## src/rtl/setclr_flagbank.sv

```systemverilog
// Purpose: bank of sticky set/clear status flags with overflow tracking and one masked interrupt request.
// Latency: an event sets the flag after 1 cycle; o_irq follows the flags one cycle later (2 cycles from the event).
// Backpressure: none; events and clear strobes are taken every cycle and never stalled.
module setclr_flagbank #(
    parameter int N_FLAG   = 8,   // number of flags, 1..32
    parameter int PRIORITY = 0,   // set+clr collision: 0 set wins, 1 clr wins, 2 hold, 3 toggle
    parameter int EDGE     = 1    // 1: set on rising edge of the event, 0: set on level
) (
    input  logic              i_clk,
    input  logic              i_rst,
    input  logic [N_FLAG-1:0] i_evt,
    input  logic              i_clrStrobe,
    input  logic [N_FLAG-1:0] i_clrMask,
    input  logic [N_FLAG-1:0] i_intEn,
    output logic [N_FLAG-1:0] o_flag,
    output logic [N_FLAG-1:0] o_ovf,
    output logic              o_irq
);

    typedef enum logic {
        FLAG_IDLE = 1'b0,
        FLAG_SET  = 1'b1
    } flag_state_e;

    // Collision outcome decoded once: from IDLE the flag goes up when set wins or toggles;
    // from SET it goes down when clr wins or toggles. PRIORITY=2 does neither (hold).
    localparam bit COLL_SET_FROM_IDLE = (PRIORITY == 0) || (PRIORITY == 3);
    localparam bit COLL_CLR_FROM_SET  = (PRIORITY == 1) || (PRIORITY == 3);

    logic [N_FLAG-1:0] evt_prev;
    logic [N_FLAG-1:0] set_vec;
    logic [N_FLAG-1:0] clr_vec;

    // Previous event level for edge detection; cleared by reset so a level already high counts as an edge.
    always_ff @(posedge i_clk) begin
        if (i_rst) begin
            evt_prev <= '0;
        end else begin
            evt_prev <= i_evt;
        end
    end

    // Qualified set and write-1-to-clear requests for every flag.
    always_comb begin
        set_vec = (EDGE != 0) ? (i_evt & ~evt_prev) : i_evt;
        clr_vec = i_clrStrobe ? i_clrMask : '0;
    end

    for (genvar g = 0; g < N_FLAG; g++) begin : g_flag
        flag_state_e state_q;
        flag_state_e state_d;
        logic        ovf_q;
        logic        ovf_d;

        // Per-flag state and overflow registers.
        always_ff @(posedge i_clk) begin
            if (i_rst) begin
                state_q <= FLAG_IDLE;
                ovf_q   <= 1'b0;
            end else begin
                state_q <= state_d;
                ovf_q   <= ovf_d;
            end
        end

        // Next state: set/clr resolution, and overflow that is kept when a fresh overflow meets a clear.
        always_comb begin
            state_d = state_q;
            ovf_d   = (set_vec[g] && (state_q == FLAG_SET)) || (ovf_q && !clr_vec[g]);
            case (state_q)
                FLAG_IDLE: begin
                    if (set_vec[g] && (!clr_vec[g] || COLL_SET_FROM_IDLE)) begin
                        state_d = FLAG_SET;
                    end
                end
                FLAG_SET: begin
                    if (clr_vec[g] && (!set_vec[g] || COLL_CLR_FROM_SET)) begin
                        state_d = FLAG_IDLE;
                    end
                end
                default: state_d = FLAG_IDLE;
            endcase
        end

        assign o_flag[g] = (state_q == FLAG_SET);
        assign o_ovf[g]  = ovf_q;
    end

    // Interrupt request is the registered OR of enabled flags (level, no pulse mode).
    always_ff @(posedge i_clk) begin
        if (i_rst) begin
            o_irq <= 1'b0;
        end else begin
            o_irq <= |(o_flag & i_intEn);
        end
    end

endmodule

```

## config.mk

```make
export PLATFORM = sky130hd
export DESIGN_NAME = setclr_flagbank
export DESIGN_NICKNAME = d
export VERILOG_FILES = /design/src/rtl/setclr_flagbank.sv
export SDC_FILE = /design/constraint.sdc
export NUM_CORES = 1
export LEC_CHECK = 0
export CORE_MARGIN = 2
export CORE_UTILIZATION = 42
export DETAILED_ROUTE_END_ITERATION = 16
export PLACE_DENSITY = 0.77
export REMOVE_ABC_BUFFERS = 1
export SYNTH_ARGS = -nofsm -noshare
export SYNTH_HDL_FRONTEND = slang
export SYNTH_SLANG_ARGS = --single-unit
export TNS_END_PERCENT = 50
```

## constraint.sdc

```tcl
create_clock -name i_clk -period 1.1 [get_ports i_clk]
set_clock_uncertainty 0.2 [all_clocks]
set_input_delay 0.11 -clock i_clk [delete_from_list [all_inputs] [get_ports i_clk]]
set_output_delay 0.11 -clock i_clk [all_outputs]
set_load 0.05 [all_outputs]
```

==> flow_metrics.env <==
export IMPL_worst_slew_pin_transition_ns=0.1876
export IMPL_holdPathEnd="evt_prev[3]"
export IMPL_hold_class="input pin to flip-flop"
export IMPL_status="complete, but fails checks"
export IMPL_relSlewSlack_pct=87.50
export IMPL_period_share_pct=111.3
export IMPL_antenna_found_initial=0
export IMPL_clk_latency_ns=0.31
export IMPL_hold_path_startpoint="i_evt[3]"
export IMPL_powerDensity_nw_per_um2=1108
export IMPL_grt_max_degree=26
export IMPL_grt_ovfl_total=0
export IMPL_fmax_mhz=816.6
export IMPL_place_ws_ns=-0.2281
export IMPL_gp_congestion=0.6756
export IMPL_final_area_sq_um=1874
export IMPL_cp_max_fo=2
export IMPL_grt_pass1_vias=993
export IMPL_wl_per_cell_um=14.74
export IMPL_core_area_sq_um=2522
export IMPL_drt_iter0_drc=9
export IMPL_die_area_sq_um=3130
export IMPL_synthCells=106
export IMPL_clock_sinks=25
export IMPL_totalPowerFinal_mw=2.077
export IMPL_clkTransAtPathRegs_ns=0.13
export IMPL_initial_utilization_pct=44.94
export IMPL_critPathArrivalTime_ns=0.91
export IMPL_viasPerCell=4.995
export IMPL_routed_wirelength_um=2682
export IMPL_maxCapViolCount=0
export IMPL_ys_seq_area_share_pct=44.15
export IMPL_cts_root_buf="clkbuf_4"
export IMPL_maxSlewViolCount=0
export IMPL_h_tree_depth=1
export IMPL_remaining_drc_errors=0
export IMPL_final_core_utilization_pct=74.31
export IMPL_placedInstanceArea_sq_um=1755
export IMPL_required_ns=0.79
export IMPL_reg2reg_depth=3
export IMPL_layout_drive_gt1_share_pct=47.37
export IMPL_placed_cells=176
export IMPL_io_buffers=43
export IMPL_clock_path_buffers=2
export IMPL_leakage_nw=0.7364
export IMPL_min_period_ns=1.225
export IMPL_drtAntennaViolNets=0
export IMPL_critPathKind="flip-flop to output pin"
export IMPL_die_x_um=55.95
export IMPL_cts_inserted_buffers=3
export IMPL_fillCellCount=178
export IMPL_track_usage_pct=18.70
export IMPL_setup_slack_ns=-0.1245
export IMPL_reg2reg_from="g_flag[6].state_q"
export IMPL_crit_path_start_kind="flip-flop"
export IMPL_rrSetupSlack_ns=0
export IMPL_tritoncts="done"
export IMPL_hpwl_um=2047
export IMPL_ys_ff_latch=25
export IMPL_yosysWarnings=0
export IMPL_stdcell_count=182
export IMPL_setup_violations=18
export IMPL_area_growth_pct=65.34
export IMPL_holdPathStages=2
export IMPL_end_kind="output pin"
export IMPL_syn_area_sq_um=1134
export IMPL_synth_avg_cell_area_sq_um=10.69
export IMPL_routed_via_count=909
export IMPL_layout_nets=180
export IMPL_hold_viol_final=0
export IMPL_n_antenna_cell=0
export IMPL_r2r_end="o_irq"
export IMPL_grt_pass1_wl_um=4574
export IMPL_dr_pass1_iters=4
export IMPL_ctsHoldBuffers=0
export IMPL_violations="negative setup slack"
export IMPL_rsz0062_at_grt="true"
export IMPL_peakVddDrop_mv=0.9056
export IMPL_synth_area_leader_cell="dfxtp_1"
export IMPL_synthTopCellsByArea="dfxtp_1, a21bo_1, buf_4"
export IMPL_synth_distinct_cells=14
export IMPL_synth_top_area_share_pct=44.15
export IMPL_io_pins=44
export IMPL_rows=18
export IMPL_die_height_um=55.95
[cell usage after synthesis]
library cell	instances
a21bo_1	14
a21bo_2	2
a21oi_1	6
a21oi_2	10
a22oi_1	4
a41oi_1	1
buf_2	2
buf_4	16
buf_6	1
buf_8	1
dfxtp_1	25
nand2b_1	8
nand3b_1	8
nor2b_1	8
[cells in the final DEF, fill, tap and decap left out]
cell type	n
a21oi_1	4
a41oi_1	1
nand2b_1	8
nor2b_1	8
a21bo_1	14
dfxtp_4	2
clkbuf_1	1
a21bo_2	2
dfxtp_2	15
buf_12	18
dfxtp_1	8
buf_4	9
clkbuf_4	3
a22oi_2	2
a22oi_1	2
clkdlybuf4s50_1	26
a21oi_2	12
nand3b_1	8
buf_6	9
[worst max path at each step]
stage	endpoint	from	slack, ns	depth (start not counted)
final	o_flag[1]	g_flag[1].state_q	-0.12	2
after global routing	o_flag[2]	g_flag[2].state_q	-0.17	2
after CTS	o_flag[4]	g_flag[4].state_q	-0.14	2
after detailed placement	g_flag[5].state_q	i_clrStrobe	-0.23	4
after global placement	g_flag[0].ovf_q	i_clrStrobe	-0.18	4
after floorplan	g_flag[6].state_q	g_flag[6].state_q	-0.19	2
[flip-flops by register name, summed over array words and instances (netlist names)]
| register | count |
|---|---|
| evt_prev | 8 |
| g_flag.ovf_q | 8 |
| g_flag.state_q | 8 |
| o_irq | 1 |
[where the power goes]
part	total, mW	switching (mW)	internal [mW]
sequential	1.01	0.0457	0.967
clock	0.396	0.255	0.142
combinational	0.668	0.287	0.381
[per-stage QoR]
step	hold slack (ns)	setup TNS (ns)
2_1_floorplan	-0.02756	-2.814
3_5_place_dp	0.3022	-3.863
4_1_cts	0.1900	-1.469
3_3_place_gp	0.2827	-3.386
5_1_grt	0.2074	-1.942
6_report	0.2001	-1.192
[timing repair]
item                                   CTS  global route
buffers inserted                         9             0
endpoints found under the hold margin    0             0
resized for setup                       28             5
pin swaps                                3             1
setup endpoints to repair               17            23
[worst max-delay path, stage by stage (launching register included)]
cell     delay (ns)
dfxtp_2        0.36
buf_6          0.11
buf_12         0.13
[cell families after synthesis]
kind of cell / count (synthesis) / share of synthesized area, %
simple gates: 24 / 14.13
compound gates: 37 / 27.92
flops: 25 / 44.15
buf+inv: 20 / 13.80
[final cells by class]
class	instances	area, sq um	area share, %
sequential	25	526.8	28.10
tap	30	37.54	2.003
clock buffer	4	26.28	1.402
timing repair buffer	62	789.5	42.12
multi-input combinational	61	494.2	26.37
[metal layers]
| layer | GRT usage, % | share of wire [%] |
|---|---|---|
| met5 | 0 | 0 |
| met4 | 6.122 | 1.9 |
| met3 | 6.047 | 7.4 |
| met2 | 33.50 | 53 |
| met1 | 20.83 | 37 |
(Power assumes the default switching activity.)
==> edit 1 (config.mk and constraints unchanged) <==
Set the parameter `N_FLAG` to 12 (it was 8).
--- a/src/rtl/setclr_flagbank.sv
+++ b/src/rtl/setclr_flagbank.sv
@@ -3,5 +3,5 @@
 // Backpressure: none; events and clear strobes are taken every cycle and never stalled.
 module setclr_flagbank #(
-    parameter int N_FLAG   = 8,   // number of flags, 1..32
+    parameter int N_FLAG   = 12,   // number of flags, 1..32
     parameter int PRIORITY = 0,   // set+clr collision: 0 set wins, 1 clr wins, 2 hold, 3 toggle
     parameter int EDGE     = 1    // 1: set on rising edge of the event, 0: set on level
Ports: changed (5 resized); port bits go from 44 to 64. The function was not compared with the original's and may differ.
==> edit 1 against the original RTL <==
The run still ends with negative setup slack left; final area up 42%; power up 52%; clock power up 71%; via count up 46%; register-to-register slack worse by 0.06 ns; maximum frequency down 1.8%; combinational power up 49%; sequential cell count up 12; synthesized area up 29%; sequential share of layout area up 1.0 points; routed wire length up 45%; worst setup slack worse by 0.022 ns; critical path type unchanged.
==> edit 1: results <==
[routing]
wl_per_cell_um = 13.9
highest-signal-layer = "met4"
avgViaCountPerCell = 4.77
wl_met2_um = 2120
wl_met3_um = 312
wl_met1_um = 1400
vias = 1331
drtIter0Drc = 19

[timing]
setup_viol = 27
worstMarginPinSlew_ns = 0.254
setup_slack_ns = -0.147
setup_tns_ns = -2.54

[placed_design]
io_buffers = 63
place.gp.congestion = 0.720
place_hpwl_um = 2710
placedCellCount = 253
placed_cell_area_mm2 = 0.00232
preCtsSetupSlack_ns = -0.306

[pwr]
cellLeakagePower_nw = 1.09
total_power_mw = 3.16
vdd_drop_max_mv = 1.03
p_clk_mw = 0.678
netSwitchingFraction_pct = 29.5
combPwrFrac_pct = 31.4

[clock_tree]
htreeDepth = 2
clk_root_buffer_cell = "clkbuf_4"
path_clk_slew_ns = 0.11
cts_setup_buffers = 16
clock_latency_ns = 0.34
clockBufferDepth = 2
numCtsBuffers = 5
cts_resized = 39

[logic_synthesis]
ys_types = 11
ys_top_cells_by_area = "dfxtp_1, buf_4, nor2b_1"
ys_warn_count = 0
ys_seq_area_share_pct = 50.7
synth_area_per_cell_um2 = 9.31
synth-compound-area-share_pct = 15.6
synth_xor_xnor_area_share_pct = 0
synth_top_cells_by_count = "dfxtp_1, buf_4, nor2_1, nor2b_1"

[global_routing]
antenna_found_initial = 0
grt_pass1_wl_um = 6440
grt_max_degree = 36
use_met3_pct = 7.93
gr-usage-met2_pct = 40.3
grt_usage_pct = 20.8
first_global_vias = 1470
grtUsageMet1_pct = 19.5

[layout]
reg_top3 = "evt_prev: 12 flops, g_flag.ovf_q: 12 flops, g_flag.state_q: 12 flops"
drive_gt1_share_pct = 47.2
layout.nets = 271
seqCellArea_um2 = 777
fillers = 201

[run_status]
status = "complete, but fails checks"
violations = "negative setup slack"

[critical_path]
arrival_ns = 0.94
critPathMaxStageDelay_ns = 0.34

[hold_path]
hold_class = "in -> reg"
edit 1: changes by cell type in the layout (fill, tap and decap cells not counted), sizes merged, moves of 4 or more:
cell and delta:
dfxtp +12, clkdlybuf4s50 +12, buf +23, nor2b +16, nand2b -8, a21oi -4, nand2 +12, a22oi +8
nor2 +24, a21bo -16, nand3b -8
edit 1: path summary, 6_finish.rpt:
kind | to | slack (ns) | cells after the start | start
hold / removal | evt_prev[8] | 0.14 | 2 | i_evt[8]
setup reg to reg | o_irq | -0.06 | 3 | g_flag[4].state_q
hold reg to reg | g_flag[8].ovf_q | 0.33 | 2 | g_flag[8].ovf_q
setup / recovery | o_flag[10] | -0.15 | 2 | g_flag[10].state_q
edit 1: layout make-up:
class | count | share of cell area (%)
sequential | 37 | 29.1
tap | 46 | 2.16
clock buffer | 6 | 1.55
multi-input combinational | 91 | 22.0
clock inverter | 2 | 0.375
timing repair buffer | 97 | 44.8
==> edit 2 (same flow settings) <==
Without the edit above. Register the output `o_ovf` once more, cleared by the reset; this adds one clock of latency there. The other outputs are not delayed to match.
--- a/src/rtl/setclr_flagbank.sv
+++ b/src/rtl/setclr_flagbank.sv
@@ -27,4 +27,6 @@
     localparam bit COLL_SET_FROM_IDLE = (PRIORITY == 0) || (PRIORITY == 3);
     localparam bit COLL_CLR_FROM_SET  = (PRIORITY == 1) || (PRIORITY == 3);
+
+    logic [N_FLAG-1:0] o_ovf_d;
 
     logic [N_FLAG-1:0] evt_prev;
@@ -84,5 +86,5 @@
 
         assign o_flag[g] = (state_q == FLAG_SET);
-        assign o_ovf[g]  = ovf_q;
+        assign o_ovf_d[g]  = ovf_q;
     end
 
@@ -96,4 +98,12 @@
     end
 
+    always_ff @(posedge i_clk) begin
+        if (i_rst) begin
+            o_ovf <= '0;
+        end else begin
+            o_ovf <= o_ovf_d;
+        end
+    end
+
 endmodule
 
Formal check against the unedited RTL: not equivalent (Yosys sat finds a counterexample within 4 cycles, from zero or initial values and one cycle with i_rst high).
==> edit 2 against the original RTL <==
The flow finishes with violations (design-rule violations, negative setup slack); non-clock buffer count grew 5; power grew 41%; sequential cell count grew 8; worst setup slack lost 0.010 ns; via count grew 14%; global-route usage grew 0.61 points; final area grew 16%; synthesized area grew 11%; final cell count grew 14%; sequential share of layout area grew 3.4 points; routed wire length grew 16%.
==> edit 2: results <==
[run_status]
status = "complete, but fails checks"
violations = "design-rule violations, negative setup slack"

[logic_synthesis]
ys_seq_area_share_pct = 52.3
ys_types = 18
ys_top_cells_by_area = "dfxtp_1, a21bo_1, nor2b_1"
ys_warn_count = 0
synthCells = 113
synth_top_cells_by_count = "dfxtp_1, nor2b_1, a21bo_1, a21oi_2, buf_4"

[routing]
drtIter0Drc = 24
wl_per_cell_um = 15.0
dr.pass1.iters = 11
avgViaCountPerCell = 5.01
drc = 5

[global_routing]
grt_pass1_wl_um = 5000
grt_max_degree = 16
use_met3_pct = 7.47
gr-usage-met2_pct = 33.0
grtUsageMet1_pct = 22.4
grt_usage_pct = 19.3

[pwr]
vdd_drop_max_mv = 0.803
p_int_mw = 2.19
cellLeakagePower_nw = 0.880

[timing]
setup_tns_ns = -1.20
setup_slack_ns = -0.135
setup_viol = 20

[clock_tree]
htreeDepth = 2
clk_root_buffer_cell = "clkbuf_4"
numCtsBuffers = 5
path_clk_slew_ns = 0.10

[placed_design]
placed_cell_area_mm2 = 0.00191
placedCellCount = 188
preCtsSetupSlack_ns = -0.313
place_hpwl_um = 2110
place.gp.congestion = 0.690

[layout]
stdcell_count = 207
layout.nets = 202
drive_gt1_share_pct = 48.9

[critical_path]
cp_slowest_cell = "dfxtp_2"
## edit 2: final cells by class
| class | count | area [um^2] |
|---|---|---|
| Timing Repair Buffer | 67 | 825 |
| Fill cell | 193 | 631 |
| Tap cell | 31 | 38.8 |
| Inverter | 1 | 3.75 |
| Multi-Input combinational cell | 67 | 534 |
| Clock inverter | 2 | 37.5 |
| Sequential cell | 33 | 684 |
| Clock buffer | 6 | 51.3 |
## edit 2: cell families after synthesis
| group | synth area share, % |
|---|---|
| flops | 52.3 |
| compound gates | 24.1 |
| buf+inv | 7.14 |
| simple gates | 16.5 |
## edit 2: routing by layer
metal	routed length (um)	share of wire (%)
met5	0	0
met4	0	0
met3	232	7.5
met2	1570	51
met1	1310	42
## edit 2: worst paths after layout
| kind | start | to | slack (ns) | cells after the start |
|---|---|---|---|---|
| hold / removal | i_clrStrobe | g_flag[1].state_q | 0.05 | 3 |
| setup reg to reg | g_flag[6].state_q | g_flag[6].state_q | -0.05 | 4 |
| hold reg to reg | g_flag[5].ovf_q | o_ovf[5] | 0.26 | 1 |
| setup / recovery | g_flag[0].state_q | o_flag[0] | -0.13 | 2 |
## edit 2: power by group through the flow
stage | clock (mW) | combinational [mW] | sequential [mW]
global route | 1.04 | 0.701 | 1.31
finish | 0.958 | 0.670 | 1.31
CTS | 0.976 | 0.643 | 1.30
detailed placement | 0 | 0.581 | 1.33
floorplan | 0 | 0.112 | 1.43
global placement | 0 | 0.569 | 1.32
## edit 2: timing repair
action,4_1_cts,5_1_grt
pin swaps,0,8
gates resized for setup,28,7
hold buffers,0,0
buffers inserted,8,3
endpoints found under the setup margin,18,28
## edit 2: worst reg2reg max path, cell delays in order (launching register included)
cell	delay [ns]
dfxtp_2	0.36
buf_4	0.11
buf_6	0.09
a21bo_2	0.21
a21oi_2	0.11
